<file path="src/rtl/memory_arbiter.sv">
// Single-port RAM arbiter for the instruction-fetch and data load/store streams.
// Data has priority over instruction fetch, with a starvation guard and a RAM timeout.
module memory_arbiter #(
    parameter int STARVE_LIMIT = 4,
    parameter int TIMEOUT      = 255
) (
    input  logic        CLK,
    input  logic        RST,
    input  logic        iREN,
    input  logic [31:0] iaddr,
    output logic        iwait,
    output logic [31:0] iload,
    input  logic        dREN,
    input  logic        dWEN,
    input  logic [31:0] daddr,
    input  logic [31:0] dstore,
    output logic        dwait,
    output logic [31:0] dload,
    output logic        ramREN,
    output logic        ramWEN,
    output logic [31:0] ramaddr,
    output logic [31:0] ramstore,
    input  logic [31:0] ramload,
    input  logic [1:0]  ramstate,
    output logic        err
);
    localparam logic [2:0] IDLE    = 3'd0;
    localparam logic [2:0] IGRANT  = 3'd1;
    localparam logic [2:0] DRGRANT = 3'd2;
    localparam logic [2:0] DWGRANT = 3'd3;
    localparam logic [2:0] RESP    = 3'd4;

    localparam logic [1:0] RAM_ACCESS = 2'd2;
    localparam logic [1:0] RAM_ERROR  = 2'd3;

    localparam logic [3:0] STARVE_MAX  = 4'(STARVE_LIMIT);
    localparam logic [7:0] TIMEOUT_MAX = 8'(TIMEOUT);

    logic [2:0] state;
    logic [3:0] starve_cnt;
    logic [7:0] timeout_cnt;
    logic       resp_data;

    function automatic logic [3:0] sat_inc(input logic [3:0] v);
        return (v == 4'hF) ? v : v + 4'd1;
    endfunction

    // Strobes and wait pulses decode straight from the state register, so an
    // asynchronous reset drops them in the same cycle.
    assign ramREN = (state == IGRANT) || (state == DRGRANT);
    assign ramWEN = (state == DWGRANT);
    assign iwait  = !((state == RESP) && !resp_data);
    assign dwait  = !((state == RESP) && resp_data);

    always_ff @(posedge CLK or posedge RST) begin
        if (RST) begin
            state       <= IDLE;
            starve_cnt  <= '0;
            timeout_cnt <= '0;
            resp_data   <= 1'b0;
            ramaddr     <= '0;
            ramstore    <= '0;
            iload       <= '0;
            dload       <= '0;
            err         <= 1'b0;
        end else begin
            case (state)
                IDLE: begin
                    if (iREN && (starve_cnt == STARVE_MAX)) begin
                        state      <= IGRANT;
                        ramaddr    <= iaddr;
                        resp_data  <= 1'b0;
                        starve_cnt <= '0;
                    end else if (dWEN || dREN) begin
                        state      <= dWEN ? DWGRANT : DRGRANT;
                        ramaddr    <= daddr;
                        resp_data  <= 1'b1;
                        starve_cnt <= iREN ? sat_inc(starve_cnt) : 4'd0;
                        if (dWEN) begin
                            ramstore <= dstore;
                        end
                    end else if (iREN) begin
                        state      <= IGRANT;
                        ramaddr    <= iaddr;
                        resp_data  <= 1'b0;
                        starve_cnt <= '0;
                    end else begin
                        starve_cnt <= '0;
                    end
                end
                IGRANT, DRGRANT, DWGRANT: begin
                    if (ramstate == RAM_ACCESS) begin
                        if (state == IGRANT) begin
                            iload <= ramload;
                        end
                        if (state == DRGRANT) begin
                            dload <= ramload;
                        end
                        state       <= RESP;
                        timeout_cnt <= '0;
                    end else if (ramstate == RAM_ERROR) begin
                        // Release the requestor anyway; the loads keep their old value.
                        err         <= 1'b1;
                        state       <= RESP;
                        timeout_cnt <= '0;
                    end else if (timeout_cnt + 8'd1 == TIMEOUT_MAX) begin
                        err         <= 1'b1;
                        state       <= RESP;
                        timeout_cnt <= '0;
                    end else begin
                        timeout_cnt <= timeout_cnt + 8'd1;
                    end
                end
                RESP: begin
                    state <= IDLE;
                end
                default: begin
                    state <= IDLE;
                end
            endcase
        end
    end
endmodule

</file>
<file path="config.mk">
export PLATFORM = sky130hd
export DESIGN_NAME = memory_arbiter
export DESIGN_NICKNAME = d
export VERILOG_FILES = /design/src/rtl/memory_arbiter.sv
export SDC_FILE = /design/constraint.sdc
export NUM_CORES = 1
export LEC_CHECK = 0
export BUFFER_PORTS_ARGS = -buffer_cell sky130_fd_sc_hd__buf_2
export CORE_ASPECT_RATIO = 0.8
export CORE_MARGIN = 3
export CORE_UTILIZATION = 42
export CTS_BUF_LIST = sky130_fd_sc_hd__clkbuf_2
export CTS_CLUSTER_DIAMETER = 30
export DETAILED_ROUTE_END_ITERATION = 16
export PLACE_DENSITY = 0.76
export SLEW_MARGIN = 20
export SYNTH_ARGS = -nofsm -noshare
export SYNTH_HDL_FRONTEND = slang
export SYNTH_SLANG_ARGS = --single-unit
export TNS_END_PERCENT = 50
</file>
<file path="constraint.sdc">
create_clock -name CLK -period 8.05 [get_ports CLK]
set_input_delay 0.4025 -clock CLK [delete_from_list [all_inputs] [get_ports CLK]]
set_output_delay 0.4025 -clock CLK [all_outputs]
set_load 0.02 [all_outputs]
</file>
## Word level (Yosys, flattened, before mapping)

Index checks and enable logic that the tools add are counted.

- Register bits after elaboration: 145
- Input port bits: 135
- Output and inout bits: 133
- Word-level logic and storage cells: 67

- $add $sub $neg: 2
- Eq/ne operators: 12
- Muxes and demuxes: 23
- Bitwise gates (word level): 2
- Reductions and logical operators: 19

Operators by type and width:

| cell | count |
|---|---|
| $mux 32 | 3 |
| $mux 8 | 3 |
| $mux 3 | 6 |
| $mux 4 | 4 |
| $ne 4x4->1 const B | 3 |
| $reduce_and 3->1 | 3 |
| $add 8x1->8 const B | 1 |
| $eq 8x8->1 const B | 1 |
| $eq 3x2->1 const B | 2 |
| $mux 1 | 6 |
| $pmux 3 s2 | 1 |
| $reduce_and 2->1 | 3 |
| $add 4x1->4 const B | 1 |
| $eq 2x2->1 const B | 2 |
| $eq 4x3->1 const B | 1 |
| $eq 4x4->1 const B | 1 |
| $reduce_and 4->1 | 1 |
| $eq 3x1->1 const B | 1 |
| $eq 3x3->1 const B | 1 |
| $logic_and 1x1->1 | 3 |
| $logic_not 1->1 | 3 |
| $logic_not 3->1 | 1 |
| $reduce_bool 3->1 | 1 |
| $reduce_or 3->1 | 1 |
| 3 further kinds | 5 |

## Longest topological paths before layout

- Depth after elaboration: 6
- Gate-level depth with buffers: 8
- Gate-level depth less buffers: 8

## Worst setup path before layout

Ideal clock, no wire load.

- Path type: reg-to-reg
- From: reg starve_cnt[0]
- To: reg ramstore[20]
- Library setup time: 0.125 ns
- Arrival time: 1.813 ns
- Data required time: 7.925 ns
- Slack: 6.113 ns
- Cell stages (with the launch flop): 8
- Path buffers: 1
- Path through: dfrtp_1 inv_1 ha_1 nor2b_1 and3_1 nand3b_1 buf_1 mux2_2

- Cells in the longest elaborated chain, start to end: 4

Ends and longest elaborated chain:

| what | line | text |
|---|---|---|
| start, declared | 40 | `logic [3:0] starve_cnt;` |
| start signal, assigned | 78 | `starve_cnt <= iREN ? sat_inc(starve_cnt) : 4'd0;` |
| $eq 4x3->1 | 69 | `if (iREN && (starve_cnt == STARVE_MAX)) begin` |
| $logic_and 1x1->1 | 69 |  |
| $not 1->1 (no line) | n/a |  |
| $reduce_and 4->1 (no line) | n/a |  |
| end signal, assigned | 80 | `ramstore <= dstore;` |
| end, declared | 22 | `output logic [31:0] ramstore,` |

Every way passes these cells.
A chain may end at the register's enable or synchronous reset.

## Final worst setup path

- From: reg starve_cnt[0]
- To: reg ramaddr[13]

- Cells in the longest elaborated chain, start to end: 4
- Elaborated cells on any way between the ends: 5
- Those cells by class: eq/ne: 1; mux: 1; reduce/logical: 3

Ends and longest elaborated chain:

| what | line | text |
|---|---|---|
| $eq 4x3->1 * | 69 |  |
| $logic_and 1x1->1 * | 69 |  |
| $reduce_bool 3->1 (no line) | n/a |  |
| $reduce_and 2->1 (no line) | n/a |  |
| end signal, assigned | 71 | `ramaddr <= iaddr;` |
| end signal, assigned | 76 | `ramaddr <= daddr;` |
| end signal, assigned | 84 | `ramaddr <= iaddr;` |
| end, declared | 21 | `output logic [31:0] ramaddr,` |

Mark *: on every way between the ends. The rest lies on a longest branch, timed or not.

==> summary.txt <==
Clock network
  – H-tree Lvls: 4
  – Root Driver: clkbuf_2
  – Worst-path clk slew: 0.19 ns
  – TritonCTS clock tree: done
  – Setup bufs post-CTS: 0
  – TritonCTS buffer count: 17
  – Clk Latency, worst-skew pair: just over 0.7 ns
  – Clk sink count: 145
  – CTS max path bufs: 2
  – Post-CTS sizing: 0

Routing
  – Final WL: 19.1 mm
  – Post-route ant nets: 0
  – DRT Pass-1 Iters: 4
  – Starting DRT DRC Count: between 200 and 300
  – WL per Instance: about 18 um
  – Vias: 5299
  – Routed vias/inst: roughly 5.0
  – Drt drc: 0

STA
  – Clk_skew: approximately 0.035 ns
  – Pins Over Slew Limit: 0
  – Min Tclk post-route: 2.84 ns
  – RSZ-0062 raised after global routing: false
  – Max Clk Rate: 353 MHz
  – Tcrit/Tclk final: 0.352
  – Endpoints failing hold: 0
  – Post-Route Setup TNS: 0 ns
  – Worst slew margin: 0.391
  – Setup ws final: around 5.2 ns
  – Worst slew pin tran: 0.914 ns
  – Endpoints failing setup: 0

Min path
  – Hold EP: starve_cnt[1]$_DFFE_PP0P_
  – Min-delay src: iREN
  – Hold Crit Class: in -> reg
  – Hold path cells: 3

Placement
  – Pre-CTS WS: 5.54 ns
  – Area after DPL: 7550 um^2
  – GP Congestion: 0.883
  – Port Buffers: 267
  – Placed cell count: 889
  – Detailed Place HPWL: roughly 12 mm

Synthesis
  – Syn Inst Count: 460
  – Simple-gate share of the synthesized area: 0.0704
  – Largest family of logic cells by synthesized area: multiplexers
  – Async SR Flop Fraction: 1.00
  – XOR/XNOR share of the synthesized area: 0.00580
  – Synth Cell Area: 6040 um^2
  – Yosys top cell by area: dfrtp_1
  – Post-synth top area share: 0.600
  – Count of cell types in the netlist: 45
  – Post-synthesis adder-cell area fraction: 0.00828
  – Post-synthesis compound-gate area fraction: 0.0576
  – Top cells by count, synth: dfrtp_1, mux2_2, nor2_1
  – Area contributors post-synth: dfrtp_1, mux2_2, mux2i_1
  – Number of synthesized flops with an enable pin: 0
  – Mux cell area share after synthesis: 0.236
  – Ys Warns: 0
  – Sequential element share of the synthesized area: 0.600
  – Synth Flop Type: dfrtp_1
  – Number of synthesized register bits: roughly 150
  – Mean Syn Cell Area: 13.1 um^2
  – Syn Nets: 599
  – Top-count cell post-synth: dfrtp_1

Layout
  – Fin util: 0.661
  – Finished Layout Cells: 1054
  – Layout Nets: 1000
  – Synth-to-layout area growth: 51.2%
  – Fraction of layout cells with a size suffix above 1: 0.467
  – Final instance area: 9140 um^2
  – Antenna cells: 0

Setup path
  – WS Path Type: reg -> reg
  – Reg2reg path depth: 9
  – Worst R2R End: ramaddr[13]$_DFFE_PP0P_
  – Startpoint Class: flop
  – Worst R2R Setup Slack: 5.21 ns
  – Critical Path End Type: flop
  – FF-to-FF Start: starve_cnt[0]$_DFFE_PP0P_
  – Critical Path RT: between 8 and 9 ns
  – Critical path fanouts, max: 19
  – CP arrival: ~3.4 ns

Power and ir drop
  – IR drop worst, VDD: 271 uV
  – Leak Pwr: 4.51 nW
  – Pwr per Cell Area: 356 nW/um^2

Global routing
  – Initial antenna violation count: 0
  – First-pass GRT wire length: 29.5 mm
  – Pin count of the biggest net entering global routing: 75
  – Vias in the first global route: 5862
  – GRT Overall Usage: 0.236
  – Total grt overflow: 0

Die
  – Die area: 15900 um^2
  – Die H: 113 um
  – Initial Util: 0.437
  – Std-Cell Rows: 38
  – I/O pin count: 268
  – Die width: 140 um
  – Total core area: around 14000 um^2

Run status
  – Outcome: finished, final reports clean

Flow run
  – Max-cap violations: 0
## logic make-up (layout without fill, tap and decap cells)
logic type | Yosys count | after routing
and+or+nand+nor | 87 | 87
AOI/OAI and AO/OA | 58 | 58
DFF | 145 | 145
muxes | 130 | 130
buffers and inverters | 32 | 446
adders and majority gates | 4 | 4
xor gates and xnor gates | 4 | 4
## how the worst max path moves through the flow
stage	end	depth (start not counted)	start
4_1_cts	ramaddr[13]$_DFFE_PP0P_	8	starve_cnt[0]$_DFFE_PP0P_
3_3_place_gp	ramaddr[29]$_DFFE_PP0P_	7	starve_cnt[0]$_DFFE_PP0P_
6_report	ramaddr[13]$_DFFE_PP0P_	9	starve_cnt[0]$_DFFE_PP0P_
5_1_grt	ramaddr[13]$_DFFE_PP0P_	9	starve_cnt[0]$_DFFE_PP0P_
2_1_floorplan	dload[0]$_DFFE_PP0P_	1	RST
3_5_place_dp	ramaddr[30]$_DFFE_PP0P_	7	starve_cnt[0]$_DFFE_PP0P_
## power by group
part | leakage [nW] | total [mW] | internal (mW) | switching (mW)
logic | 2.66 | 1.56 | 0.629 | 0.934
clock network | 0.132 | 0.410 | 0.141 | 0.269
registers | 1.72 | 1.28 | 1.07 | 0.205
total | 4.51 | 3.25 | 1.84 | 1.41
## sequential cells by signal, indices dropped and copies added, names as in the netlist
signal       cells
state            3
ramaddr         32
resp_data        1
err              1
iload           32
dload           32
starve_cnt       4
ramstore        32
timeout_cnt      8
## routing by layer
layer / vias up / global-route usage / wire length, um / part of all wire
met3: 39 / 0.0879 / 1590 / 0.083
met5: - / 0 / 0 / 0
met1: 2577 / 0.246 / 7040 / 0.37
met2: 248 / 0.438 / 9980 / 0.52
met4: 0 / 0.0833 / 507 / 0.027
li1: 2435 / - / - / -
## area by class of cell
cell class              count  area [um^2]
clock buffers              18         90.1
inverters                   9         38.8
well taps                 180          225
flip-flops and latches    145         3630
clock inverters            14          139
repair buffers            405         2720
fillers                   970         4700
multi-input cells         283         2290
## placed cells by master (no fill, tap or decap), drive strengths merged, types with 2 or more instances in the layout
| master | instances |
|---|---|
| nor3b | 2 |
| nand4 | 3 |
| a31oi | 3 |
| clkbuf | 18 |
| and3 | 2 |
| nor3 | 2 |
| clkinvlp | 4 |
| ha | 4 |
| o31ai | 2 |
| a21oi | 34 |
| clkinv | 6 |
| nand3b | 4 |
| bufinv | 2 |
| nand3 | 10 |
| xnor2 | 3 |
| inv | 11 |
| o21ai | 8 |
| nand2 | 12 |
| o22ai | 2 |
| buf | 273 |
| dfrtp | 145 |
| a32o | 2 |
| nor2 | 41 |
| mux2 | 98 |
| dlygate4sd3 | 132 |
| or2 | 3 |
| mux2i | 32 |
| a22o | 3 |
## metrics by stage
stage	power [mW]	hold WS [ns]
after floorplan	2.22	0.495
after global placement	2.69	0.472
after detailed placement	2.76	0.467
after CTS	3.23	0.00856
after global routing	3.44	0.0437
final	3.25	0.121
## repair_timing
action,4_1_cts,5_1_grt
endpoints found under the hold margin,202,1
setup endpoints to repair,0,0
hold buffers,131,1
## critical path, stage by stage, from the launching register on
cell and delay, ns:
dfrtp_1 0.41, inv_1 0.08, ha_1 0.18, nor2b_1 0.14, and3_1 0.23, nor2_4 0.53
buf_16 0.25, mux2i_1 0.22, dlygate4sd3_1 0.58, a21oi_1 0.09
No activity file was read; power rests on OpenSTA's default activity.
